<file path="src/rtl/hamming_decoder_serial_if.sv">
// Codeword-in / corrected-data-out bundle for the Hamming(7,4) serial decoder.
interface hamming_decoder_serial_if;
    logic       write;
    logic [6:0] data_inp;
    logic       ready;
    logic [3:0] data_out;
    logic [2:0] syndrome;
    logic       err_corrected;
    logic       data_outp;
    logic       valid;

    // Codeword source side
    modport master (
        output write, data_inp,
        input  ready, data_out, syndrome, err_corrected, data_outp, valid
    );

    // Decoder side
    modport slave (
        input  write, data_inp,
        output ready, data_out, syndrome, err_corrected, data_outp, valid
    );
endinterface

</file>
<file path="src/rtl/hamming_decoder_serial.sv">
// Hamming(7,4) receiver: captures a codeword, corrects a single-bit error,
// presents the nibble in parallel and shifts it out serially d1 first.
module hamming_decoder_serial (
    input  logic                      clk,
    input  logic                      reset,
    hamming_decoder_serial_if.slave   bus
);

    typedef enum logic [1:0] {StIdle, StDecode, StShift} state_e;

    state_e     state_q;
    logic [6:0] cw_q;
    logic [2:0] sh_q;
    logic [1:0] cnt_q;
    logic       ready_q;
    logic [3:0] data_out_q;
    logic [2:0] syndrome_q;
    logic       err_q;
    logic       data_outp_q;
    logic       valid_q;

    logic [2:0] syn_d;
    logic [6:0] flip_d;
    logic [6:0] fixed_d;
    logic [3:0] nib_d;

    // Syndrome of the captured word and the single-bit correction it implies
    always_comb begin
        syn_d[0] = cw_q[0] ^ cw_q[2] ^ cw_q[4] ^ cw_q[6];
        syn_d[1] = cw_q[1] ^ cw_q[2] ^ cw_q[5] ^ cw_q[6];
        syn_d[2] = cw_q[3] ^ cw_q[4] ^ cw_q[5] ^ cw_q[6];
        flip_d   = '0;
        if (syn_d != 3'd0) begin
            flip_d[syn_d - 3'd1] = 1'b1;
        end
        fixed_d = cw_q ^ flip_d;
        nib_d   = {fixed_d[6], fixed_d[5], fixed_d[4], fixed_d[2]};
    end

    // Control FSM with all outputs registered
    always_ff @(posedge clk or posedge reset) begin
        if (reset) begin
            state_q     <= StIdle;
            cw_q        <= '0;
            sh_q        <= '0;
            cnt_q       <= '0;
            ready_q     <= 1'b1;
            data_out_q  <= '0;
            syndrome_q  <= '0;
            err_q       <= 1'b0;
            data_outp_q <= 1'b0;
            valid_q     <= 1'b0;
        end else begin
            unique case (state_q)
                StIdle: begin
                    if (bus.write) begin
                        cw_q    <= bus.data_inp;
                        ready_q <= 1'b0;
                        state_q <= StDecode;
                    end
                end
                StDecode: begin
                    data_out_q  <= nib_d;
                    syndrome_q  <= syn_d;
                    err_q       <= |syn_d;
                    // d1 goes out now; d2..d4 wait in the shifter
                    data_outp_q <= nib_d[0];
                    sh_q        <= nib_d[3:1];
                    valid_q     <= 1'b1;
                    cnt_q       <= 2'd0;
                    state_q     <= StShift;
                end
                StShift: begin
                    if (cnt_q == 2'd3) begin
                        valid_q     <= 1'b0;
                        data_outp_q <= 1'b0;
                        ready_q     <= 1'b1;
                        state_q     <= StIdle;
                    end else begin
                        data_outp_q <= sh_q[0];
                        sh_q        <= {1'b0, sh_q[2:1]};
                        cnt_q       <= cnt_q + 2'd1;
                    end
                end
                default: state_q <= StIdle;
            endcase
        end
    end

    assign bus.ready         = ready_q;
    assign bus.data_out      = data_out_q;
    assign bus.syndrome      = syndrome_q;
    assign bus.err_corrected = err_q;
    assign bus.data_outp     = data_outp_q;
    assign bus.valid         = valid_q;

endmodule

</file>
<file path="src/flat_wrapper.sv">
// flat-port wrapper written by rule: the top's interface ports become plain ports
module hamming_decoder_serial_flat 
  (clk, reset, bus_write, bus_data_inp, bus_ready, bus_data_out, bus_syndrome, bus_err_corrected, bus_data_outp, bus_valid);
  hamming_decoder_serial_if bus_i ();
  input  logic clk;
  input  logic reset;
  input wire logic [$bits(bus_i.write)-1:0] bus_write;
  input wire logic [$bits(bus_i.data_inp)-1:0] bus_data_inp;
  output wire logic [$bits(bus_i.ready)-1:0] bus_ready;
  output wire logic [$bits(bus_i.data_out)-1:0] bus_data_out;
  output wire logic [$bits(bus_i.syndrome)-1:0] bus_syndrome;
  output wire logic [$bits(bus_i.err_corrected)-1:0] bus_err_corrected;
  output wire logic [$bits(bus_i.data_outp)-1:0] bus_data_outp;
  output wire logic [$bits(bus_i.valid)-1:0] bus_valid;
  assign bus_i.write = bus_write;
  assign bus_i.data_inp = bus_data_inp;
  assign bus_ready = bus_i.ready;
  assign bus_data_out = bus_i.data_out;
  assign bus_syndrome = bus_i.syndrome;
  assign bus_err_corrected = bus_i.err_corrected;
  assign bus_data_outp = bus_i.data_outp;
  assign bus_valid = bus_i.valid;
  hamming_decoder_serial u_core (.clk(clk), .reset(reset), .bus(bus_i));
endmodule
</file>
<file path="config.mk">
export PLATFORM = sky130hd
export DESIGN_NAME = hamming_decoder_serial_flat
export DESIGN_NICKNAME = d
export VERILOG_FILES = /design/src/rtl/hamming_decoder_serial_if.sv /design/src/rtl/hamming_decoder_serial.sv /design/src/flat_wrapper.sv
export SDC_FILE = /design/constraint.sdc
export NUM_CORES = 1
export LEC_CHECK = 0
export ABC_AREA = 1
export CORE_ASPECT_RATIO = 1.5
export CORE_MARGIN = 1.5
export CORE_UTILIZATION = 35
export DETAILED_ROUTE_END_ITERATION = 16
export PLACE_DENSITY = 0.56
export SYNTH_ARGS = -nofsm -noshare
export SYNTH_HDL_FRONTEND = slang
export SYNTH_SLANG_ARGS = --single-unit
</file>
<file path="constraint.sdc">
create_clock -name clk -period 5.83 [get_ports clk]
set_clock_uncertainty 0.05 [all_clocks]
set_input_delay 0.583 -clock clk [delete_from_list [all_inputs] [get_ports clk]]
set_output_delay 0.583 -clock clk [all_outputs]
set_load 0.005 [all_outputs]
</file>
==> qor.log <==
INFO  global_routing gr-usage-all-layers=15.40%
INFO  cts            clock_tree_from_tritoncts=done
INFO  critical_path  setup.worst_path.class=flop to flop
INFO  floorplanning  die_y=77.68um
INFO  synth          yosysWarningCount=0
INFO  floorplanning  floorplan.core_area=0.003615mm2
INFO  floorplanning  row_count=27
INFO  synth          postSynthRegisterBits=25
INFO  detailed_routing num_vias=1,015
INFO  placement      hpwlAfterDp=2066um
INFO  critical_path  crit_path_cell_trace=inv_2 -> nand2_1 -> nand3_2 -> nand2_2 -> nand2_2 -> nand2_4 -> ha_1 -> ha_1 -> nor3b_1 -> nand3_1 -> nand2_1 -> nand3_1 -> a21oi_1
INFO  cts            worst_skew_pair.late_latency=270ps
INFO  synth          postSynthAreaPerCell=8.733um2
INFO  sta            finalSetupTns=0ps
INFO  synth          synthDominantAreaCellType=dfrtp_1
INFO  global_routing grt_first_pass_wirelength=4767um
INFO  sta            fmax=0.4385GHz
INFO  cts            cts-htree-levels=1
INFO  synth          synth_edf_count=0
INFO  synth          top_count_cell_post_synth=nand2_1
INFO  sta            setup-violations-final=0
INFO  sta            finalCritPeriodShare=39.12%
INFO  detailed_routing viasPerCell=4.743
INFO  critical_path  crit_path_end_kind=flop
INFO  sta            timing_hold_violations_final=0
INFO  critical_path  timing.critical_path.max_delay_family=simple AND/OR/NAND/NOR gates
INFO  detailed_routing drt_iter0_drc=20
INFO  cells_and_area stdcell_count=214
INFO  synth          ys_async_sr_fraction=100.0%
INFO  detailed_routing number_of_optimization_iterations_in_the_first_detailed_route_pass=4
INFO  floorplanning  i_o_pin_cnt=21
INFO  hold_path      hold_class=flop to flop
INFO  critical_path  cp-start-kind=flop
INFO  sta            transition_at_the_pin_with_the_smallest_max_transition_slack=966.3ps
INFO  cells_and_area finalCoreUtilization=44.17%
INFO  global_routing groute.layer.met3.usage=2.500%
INFO  cts            clkSlewWorstSetupHoldPaths=90ps
INFO  synth          synth.cell_area=0.001301mm2
INFO  cts            post-cts-setup-buffer-count=0
INFO  critical_path  cp_data_required_time=5980ps
INFO  cells_and_area finish.net_count=189
INFO  cts            cts_hold_buffers=0
INFO  synth          synth_top_area_share=46.15%
INFO  placement      finalWeightedCongestion=0.8958
INFO  detailed_routing wl_per_cell=12.26um
INFO  synth          synth_sequential_area_ratio=48.17%
INFO  synth          synthesized_netlist_net_count=166
INFO  critical_path  crit_path_max_fanout=5
INFO  floorplanning  die-width=52.79um
INFO  detailed_routing detail_route.drc_violations=0
INFO  global_routing first_global_vias=1,076
INFO  global_routing grt-ovfl-total=0
INFO  cts            clock_path_buffers=2
INFO  synth          ys.flop_type=dfrtp_1
INFO  detailed_routing detail-route-antenna-nets=0
INFO  cts            post_cts_resized=0
INFO  synth          synth_cells=149
INFO  global_routing use_met2=25.37%
INFO  cts            numClockSinks=25
INFO  sta            setup_repair_after_global_routing_missed_its_margin=no
INFO  critical_path  slowest_delay=450ps
INFO  floorplanning  starting_utilization_of_the_core_area=36.00%
INFO  cells_and_area antenna-diode-count=0
INFO  placement      buffer_ports.inserted=20
INFO  sta            timing.final.crit_period=2281ps
INFO  cts            root_buffer=clkbuf_8
INFO  floorplanning  floorplan.die_area=0.004100mm2
INFO  synth          synth_cell_type_count=25
INFO  cells_and_area drive_gt1_share=13.45%
INFO  cts            cts_inserted_buffers=3
INFO  global_routing global_route.usage.met1=18.84%
INFO  cells_and_area area.growth.synth_to_final=22.69%
INFO  synth          dominant_cells_by_area_after_synthesis=dfrtp_1 (46%), nand2_1 (8.9%), ha_1 (6.7%)
INFO  critical_path  critical_path_buf_inv_count=1
INFO  global_routing initial_antenna_violation_count=0
INFO  synth          yosys-top-cells-count=nand2_1 (31), dfrtp_1 (24), nor2_1 (15)
INFO  placement      dp_cells=210
INFO  sta            timing.final.max_slew_violations=0
INFO  critical_path  worst_ep_arrival_time=2440ps
INFO  critical_path  cpMaxStageDelayCell=dfrtp_1
INFO  outcome        outcome=complete, no violations
INFO  flow_run       drv_cap=0
INFO  sta            timing.slew.headroom=35.51%
INFO  detailed_routing finalWirelength=2623um
INFO  global_routing grt_start_max_net_pins=26
INFO  global_routing globalRoute.busiestLayer=met2
final cells by class:
cell class                 count  area, um2
timing repair buffer          20      200.2
sequential                    25      626.9
fill                         359       2018
tap                           43      53.80
multi-input combinational    105      603.1
inverter                      17      63.81
clock buffer                   3      41.29
clock inverter                 1      7.507
final timing paths:
check | start | to | slack (ps) | depth (start not counted)
max | u_core.cw_q[2]$_DFFE_PP0P_ | u_core.bus.data_outp$_DFFE_PP0P_ | 3550 | 13
min | u_core.bus.ready$_DFFE_PP1P_ | u_core.bus.ready$_DFFE_PP1P_ | 430 | 2
max reg2reg | u_core.cw_q[2]$_DFFE_PP0P_ | u_core.bus.data_outp$_DFFE_PP0P_ | 3550 | 13
min reg2reg | u_core.bus.ready$_DFFE_PP1P_ | u_core.bus.ready$_DFFE_PP1P_ | 430 | 2
max in group asynchronous | reset | u_core.state_q[1]$_DFFE_PP0P_ | 4350 | 2
min in group asynchronous | reset | u_core.sh_q[2]$_DFFE_PP0P_ | 790 | 2
stage by stage:
step,worst slack [ps],hold slack [ps],instance area (um2)
floorplan,3800,399.2,1301
global placement,3585,413.6,1548
detailed placement,3578,415.0,1548
CTS,3549,435.7,1597
global route,3407,453.7,1597
finish,3549,427.0,1597
routing by layer:
layer / wire (um) / share of wire (%)
met5: 0 / 0
met4: 56 / 2.1
met3: 81 / 3.1
met2: 1353 / 52
met1: 1131 / 43
cells in the final DEF, fill, tap and decap left out, types with 3 or more instances in the layout:
| cell | count |
|---|---|
| nand2_1 | 31 |
| dfrtp_1 | 24 |
| clkdlybuf4s50_1 | 20 |
| nor2_1 | 15 |
| inv_1 | 12 |
| nand3_1 | 12 |
| a21oi_1 | 9 |
| o21ai_0 | 7 |
| ha_1 | 7 |
| inv_2 | 5 |
| nand2_2 | 5 |
| xnor2_1 | 4 |
| nand3_2 | 3 |
| clkbuf_8 | 3 |
kinds of logic after synthesis:
family | Yosys count | synth area share, %
and+or+nand+nor | 71 | 26.35
DFF | 25 | 48.17
AOI/OAI and AO/OA | 20 | 8.172
buffers and inverters | 19 | 5.480
adders and majority gates | 7 | 6.730
xor gates and xnor gates | 5 | 3.365
muxes | 2 | 1.731
sequential cells by signal, summed over array words and instances, names as in the netlist:
register / cells
u_core.cw_q: 7
u_core.bus.err_corrected: 1
u_core.state_q: 2
u_core.cnt_q: 2
u_core.bus.valid: 1
u_core.bus.data_outp: 1
u_core.bus.data_out: 4
u_core.bus.syndrome: 3
u_core.bus.ready: 1
u_core.sh_q: 3
worst reg2reg max path: stages, from the launching register on:
cell     delay (ps)
dfrtp_1         450
inv_2           110
nand2_1          60
nand3_2          90
nand2_2          80
nand2_2          90
nand2_4          60
ha_1            180
ha_1            340
nor3b_1         270
nand3_1         110
nand2_1         110
nand3_1          90
a21oi_1         120
Power is left out: the tool's default activity adds up to more than one toggle a clock period on the data nets, which glitch-free logic cannot reach.
